### src/rtl/wave_seq_ctrl_if.sv
// Sample-stream write handshake plus the single-port sample RAM bus.
// The sequencer is the master: it owns the RAM address and write controls.
interface wave_seq_ctrl_if #(
    parameter int AW = 11,
    parameter int DW = 9
);
    logic          wr_valid;
    logic [DW-1:0] wr_data;
    logic          wr_ready;
    logic [AW-1:0] ram_addr;
    logic          ram_we;
    logic [DW-1:0] ram_din;
    logic [DW-1:0] ram_dout;

    modport master (
        input  wr_valid, wr_data, ram_dout,
        output wr_ready, ram_addr, ram_we, ram_din
    );

    modport slave (
        output wr_valid, wr_data, ram_dout,
        input  wr_ready, ram_addr, ram_we, ram_din
    );
endinterface

### src/rtl/wave_seq_ctrl.sv
// Arbitrary wave generator sequencer: LOAD streams samples into the sample RAM,
// PLAY reads them back at a clock-divided rate with wrap-around and loop count.
module wave_seq_ctrl #(
    parameter int AW = 11,
    parameter int DW = 9,
    parameter int PW = 16
) (
    input  logic          clk,
    input  logic          rst_n,
    wave_seq_ctrl_if.master bus,
    input  logic          load_start,
    input  logic          load_end,
    input  logic          play_start,
    input  logic          play_stop,
    input  logic [PW-1:0] period,
    input  logic [7:0]    loops,
    output logic [DW-1:0] sample_out,
    output logic          sample_strobe,
    output logic [AW:0]   length,
    output logic          busy,
    output logic          done
);

    typedef enum logic [1:0] {IDLE, LOAD, PLAY} state_t;

    state_t        state;
    logic [AW-1:0] rd_addr;
    logic [PW-1:0] div_cnt;
    logic [PW-1:0] per_lat;
    logic [7:0]    loops_lat;
    logic [7:0]    loop_cnt;

    logic          full;
    logic          accept;
    logic          last_addr;
    logic          play_go;
    logic [PW-1:0] period_clamped;
    logic [7:0]    loop_next;
    logic [AW:0]   length_next;

    // length uses one extra bit, so its MSB alone flags a completely full RAM.
    assign full        = length[AW];
    assign bus.wr_ready = (state == LOAD) && !full;
    assign accept      = bus.wr_ready && bus.wr_valid;
    assign bus.ram_we  = accept;
    assign bus.ram_din = accept ? bus.wr_data : '0;
    assign bus.ram_addr = (state == LOAD) ? length[AW-1:0] :
                          (state == PLAY) ? rd_addr : '0;
    assign busy        = (state != IDLE);

    assign length_next    = length + (AW+1)'(accept);
    assign period_clamped = (period < PW'(2)) ? PW'(2) : period;
    assign last_addr      = ({1'b0, rd_addr} == (length - (AW+1)'(1)));
    assign loop_next      = (loop_cnt == 8'hFF) ? loop_cnt : loop_cnt + 8'd1;

    // play_stop outranks play_start only in LOAD; in IDLE a stop has nothing to abort.
    assign play_go = play_start && !load_start && (length_next != '0) &&
                     ((state == IDLE) || ((state == LOAD) && !play_stop));

    always_ff @(posedge clk or negedge rst_n) begin
        if (!rst_n) begin
            state         <= IDLE;
            length        <= '0;
            rd_addr       <= '0;
            div_cnt       <= '0;
            per_lat       <= PW'(2);
            loops_lat     <= '0;
            loop_cnt      <= '0;
            sample_out    <= '0;
            sample_strobe <= 1'b0;
            done          <= 1'b0;
        end else begin
            sample_strobe <= 1'b0;
            done          <= 1'b0;
            case (state)
                IDLE: begin
                    if (load_start) begin
                        state  <= LOAD;
                        length <= '0;
                    end
                end
                LOAD: begin
                    length <= length_next;
                    if (play_stop) begin
                        state <= IDLE;
                    end else if (load_start) begin
                        length <= '0;
                    end else if (load_end && !play_start) begin
                        state <= IDLE;
                    end
                end
                PLAY: begin
                    if (play_stop) begin
                        state <= IDLE;
                    end else if (div_cnt == '0) begin
                        sample_out    <= bus.ram_dout;
                        sample_strobe <= 1'b1;
                        div_cnt       <= per_lat - PW'(1);
                        if (last_addr) begin
                            rd_addr  <= '0;
                            loop_cnt <= loop_next;
                            if ((loops_lat != 8'd0) && (loop_next == loops_lat)) begin
                                state <= IDLE;
                                done  <= 1'b1;
                            end
                        end else begin
                            rd_addr <= rd_addr + AW'(1);
                        end
                    end else begin
                        div_cnt <= div_cnt - PW'(1);
                    end
                end
                default: state <= IDLE;
            endcase

            // Entry into PLAY; the RAM read of address 0 starts on the next cycle.
            if (play_go) begin
                state     <= PLAY;
                per_lat   <= period_clamped;
                div_cnt   <= period_clamped - PW'(1);
                loops_lat <= loops;
                loop_cnt  <= '0;
                rd_addr   <= '0;
            end
        end
    end

endmodule

### src/flat_wrapper.sv
// flat-port wrapper written by rule: the top's interface ports become plain ports
module wave_seq_ctrl_flat 
#(
    parameter int AW = 11,
    parameter int DW = 9,
    parameter int PW = 16
)
  (clk, rst_n, load_start, load_end, play_start, play_stop, period, loops, sample_out, sample_strobe, length, busy, done, bus_wr_valid, bus_wr_data, bus_ram_dout, bus_wr_ready, bus_ram_addr, bus_ram_we, bus_ram_din);
  wave_seq_ctrl_if #(.AW(AW), .DW(DW)) bus_i ();
  input  logic clk;
  input  logic rst_n;
  input  logic load_start;
  input  logic load_end;
  input  logic play_start;
  input  logic play_stop;
  input  logic [PW-1:0] period;
  input  logic [7:0] loops;
  output logic [DW-1:0] sample_out;
  output logic sample_strobe;
  output logic [AW:0] length;
  output logic busy;
  output logic done;
  input wire logic [$bits(bus_i.wr_valid)-1:0] bus_wr_valid;
  input wire logic [$bits(bus_i.wr_data)-1:0] bus_wr_data;
  input wire logic [$bits(bus_i.ram_dout)-1:0] bus_ram_dout;
  output wire logic [$bits(bus_i.wr_ready)-1:0] bus_wr_ready;
  output wire logic [$bits(bus_i.ram_addr)-1:0] bus_ram_addr;
  output wire logic [$bits(bus_i.ram_we)-1:0] bus_ram_we;
  output wire logic [$bits(bus_i.ram_din)-1:0] bus_ram_din;
  assign bus_i.wr_valid = bus_wr_valid;
  assign bus_i.wr_data = bus_wr_data;
  assign bus_i.ram_dout = bus_ram_dout;
  assign bus_wr_ready = bus_i.wr_ready;
  assign bus_ram_addr = bus_i.ram_addr;
  assign bus_ram_we = bus_i.ram_we;
  assign bus_ram_din = bus_i.ram_din;
  wave_seq_ctrl #(.AW(AW), .DW(DW), .PW(PW)) u_core (.clk(clk), .rst_n(rst_n), .bus(bus_i), .load_start(load_start), .load_end(load_end), .play_start(play_start), .play_stop(play_stop), .period(period), .loops(loops), .sample_out(sample_out), .sample_strobe(sample_strobe), .length(length), .busy(busy), .done(done));
endmodule
### config.mk
export PLATFORM = sky130hd
export DESIGN_NAME = wave_seq_ctrl_flat
export DESIGN_NICKNAME = d
export VERILOG_FILES = /design/src/rtl/wave_seq_ctrl_if.sv /design/src/rtl/wave_seq_ctrl.sv /design/src/flat_wrapper.sv
export SDC_FILE = /design/constraint.sdc
export NUM_CORES = 1
export LEC_CHECK = 0
export ABC_AREA = 0
export BUFFER_PORTS_ARGS = -buffer_cell sky130_fd_sc_hd__buf_4
export CORE_MARGIN = 4
export CORE_UTILIZATION = 50
export CTS_BUF_LIST = sky130_fd_sc_hd__clkbuf_2 sky130_fd_sc_hd__clkbuf_4 sky130_fd_sc_hd__clkbuf_8
export CTS_CLUSTER_DIAMETER = 80
export CTS_CLUSTER_SIZE = 30
export DETAILED_ROUTE_END_ITERATION = 10
export GPL_TIMING_DRIVEN = 0
export PLACE_DENSITY = 0.8
export SKIP_LAST_GASP = 1
export SLEW_MARGIN = 25
export SYNTH_ARGS = -nofsm -noshare
export SYNTH_HDL_FRONTEND = slang
export SYNTH_SLANG_ARGS = --single-unit
### constraint.sdc
create_clock -name clk -period 8.1 [get_ports clk]
set_clock_uncertainty 0.05 [all_clocks]
set_input_delay 0.405 -clock clk [delete_from_list [all_inputs] [get_ports clk]]
set_output_delay 0.405 -clock clk [all_outputs]
set_load 0.02 [all_outputs]
==> reports/qor.yml <==
status:
  status: "finished with violations"
  violations: "hold timing"
drt:
  vias_per_cell: 6.09
  vias: 5869
  drt_iter0_drc: 465
  routed_wl_um: 16400
  dr.pass1.iters: 8
  drcViolationCount: 0
  postRouteAntennaNets: 0
  wl_per_cell_um: 17.1
power_and_ir_drop:
  p_leak_nw: 3.07
  max-vdd-ir-drop_v: 0.000158
  powerDensity_nw_per_um2: 246
global_route:
  grt_pass1_vias: 5590
  overflow: 0
  antenna_found_initial: 0
  grt_usage_pct: 25.4
  grt_pass1_wl_um: 27200
  grt_max_degree: 85
clock_tree:
  cts-resized-gates: 0
  clk_pin_slew_ps: 90
  clockBufferDepth: 2
  cts.root.buffer_cell: "clkbuf_8"
  insertion_delay_ps: 380
  cts_tree: "built"
  htreeDepth: 3
  cts_setup_buffers: 0
  postCtsHoldBufs: 0
  cts_sinks: 84
  cts_buffers: 9
timing:
  period_needed_ps: 6410
  setup-tns-final_ps: 0
  finalSetupViolCount: 0
  holdWs_ps: -18.0
  min_period_over_period_pct: 79.2
  hold_violations: 8
  setup_slack_ps: 1690
  maxSlewHeadroom_pct: 35.1
  tightestPinTransition_ps: 960
  rsz0062_at_grt: "no"
  clock.fmax_mhz: 156
  timing.final.max_slew_violations: 0
critical_path:
  cp-end-kind: "flop"
  crit_fanout: 10
  arrival_ps: 6600
  startpoint_type: "flop"
  critPathMaxStageDelay_ps: 570
  cp_data_required_time_ps: 8290
  critPathKind: "reg2reg"
  crit_buf_inv: 4
  crit_chain: "nor2b_1 -> nor2b_1 -> clkbuf_1 -> and2_1 -> ha_1 -> ha_1 -> nand2_1 -> or4_4 -> a22o_1 -> o41a_1 -> buf_2 -> clkbuf_1 -> a211o_1 -> nand2_1 -> ha_1 -> clkbuf_1 -> nand4_1 -> a31oi_1 -> o211ai_1 -> mux2i_1 -> mux2i_1 -> o221ai_1"
  critPathTopFamily: "compound AO/OA/AOI/OAI gates"
  critical-path-slowest-cell: "or4_4"
yosys:
  yosys_warnings: 0
  syn_nets: 769
  syn_area_per_cell_um2: 8.01
  synthesis.instances: 714
  synth.cell_area_um2: 5720
  synth_edf_count: 0
  async_reset_ff_share_pct: 100
  yosysSeqAreaShare_pct: 36.8
  synth.distinct_cells: 66
  synth_seq_cells: 84
  synthFlopType: "dfrtp_1"
cells_and_area:
  seqCellArea_um2: 2100
  antenna_cells: 0
  drive_gt1_share_pct: 15.7
  finalNetCount: 874
  fill_cells: 984
  final_common_cell: "nand2_1"
  layout_common_cells: "nand2_1 (147), buf_4 (93), dfrtp_1 (83), nor2_1 (43), clkbuf_1 (39)"
  multiInputGateArea_um2: 3390
  instances_no_fill: 964
  syn_to_final_growth_pct: 19.8
placed_design:
  numPortBuffers: 94
  dp.cells: 948
  place.gp.congestion: 0.961
  hpwl_um: 12100
  dp_slack_ps: 1740
floorplan:
  die-area_um2: 13200
  io_pins: 95
  start_util_pct: 51.8
  core_area_um2: 11000
  die_x_um: 115
  die_y_um: 115
  rows: 38
hold_path:
  hold_class: "in2async"
job:
  drv_cap: 0
## synth_stat cells (4+ instances only)
cell type	n	area (um^2)
a31oi_1	19	119
a211o_1	4	35.0
a21oi_1	34	170
a22o_1	14	123
nor2b_1	6	37.5
o31ai_1	5	37.5
and4_1	5	43.8
or2_2	4	25.0
nand4_1	12	75.1
xor2_1	23	201
o221ai_1	4	35.0
nand2_1	147	552
o21a_1	4	30.0
mux2i_1	8	80.1
nand3_1	34	170
nor2_1	43	161
clkbuf_1	39	146
nor3_1	23	115
or4_1	10	75.1
or3_1	16	100
ha_1	6	75.1
o21ai_0	26	130
a211oi_1	5	37.5
xnor2_1	21	184
and3_1	19	119
nand2b_1	4	25.0
nand3b_1	4	30.0
and2_1	5	31.3
buf_2	5	25.0
dfrtp_1	83	2080
nor4_1	12	75.1
inv_1	8	30.0
o211ai_1	8	60.1
## worst paths after layout
path	start	depth (start not counted)	to	slack [ps]
setup / recovery	u_core.state[0]$_DFFE_PN0P_	22	u_core.div_cnt[10]$_DFFE_PN0P_	1690
hold / removal	rst_n	1	u_core.length[0]$_DFFE_PN0P_	-20
setup reg to reg	u_core.state[0]$_DFFE_PN0P_	22	u_core.div_cnt[10]$_DFFE_PN0P_	1690
hold reg to reg	u_core.sample_out[5]$_DFFE_PN0P_	2	u_core.sample_out[5]$_DFFE_PN0P_	430
max in group asynchronous	rst_n	1	u_core.sample_out[5]$_DFFE_PN0P_	7430
min in group clk	loops[4]	3	u_core.loops_lat[4]$_DFFE_PN0N_	160
## final cells by class
| cell class | instances | share of cell area [%] |
|---|---|---|
| sequential | 84 | 30.7 |
| buffer | 48 | 2.74 |
| inverter | 9 | 0.493 |
| tap | 140 | 2.56 |
| clock buffer | 10 | 2.01 |
| clock inverter | 6 | 1.62 |
| timing repair buffer | 94 | 10.4 |
| multi-input combinational | 573 | 49.5 |
## routing by layer
metal  vias up  share of wire (%)  wire [um]  track usage, %
li1       2804                  -          -               -
met1      2806                 42       6900            32.8
met2       225                 49       8050            42.0
met3        34                6.6       1090            4.42
met4         0                2.5        405            11.0
met5         -                  0          0               0
## sequential cells by signal, indices dropped and copies added (netlist names)
signal / flops
u_core.div_cnt: 16
u_core.per_lat: 16
u_core.length: 12
u_core.rd_addr: 11
u_core.sample_out: 9
u_core.loop_cnt: 8
u_core.loops_lat: 8
u_core.state: 2
u_core.done: 1
u_core.sample_strobe: 1
## cells by family after synthesis
group	synth area share [%]
flip-flops	36.8
adder cells (fa/ha/maj)	1.31
buffers and inverters	3.87
AND/OR/NAND/NOR	30.1
multiplexers	2.03
XOR/XNOR	6.74
AO/OA/AOI/OAI	19.2
## report_power, final
group	switching (mW)	total [mW]	internal, mW	leakage [nW]
clock network	0.167	0.380	0.213	0.122
registers	0.124	0.652	0.528	1.07
logic	0.381	0.652	0.270	1.88
total	0.672	1.68	1.01	3.07
## through the flow
stage	power, mW	hold slack (ps)	utilization, %	cell area, um^2
floorplan	1.09	59.4	-	5720
global placement	1.27	412	59.8	6600
detailed placement	1.30	413	59.9	6600
CTS	1.68	43.4	62.1	6850
global route	1.79	84.9	62.1	6850
finish	1.68	-18.0	62.1	6850
No activity file was read; power rests on OpenSTA's default activity.
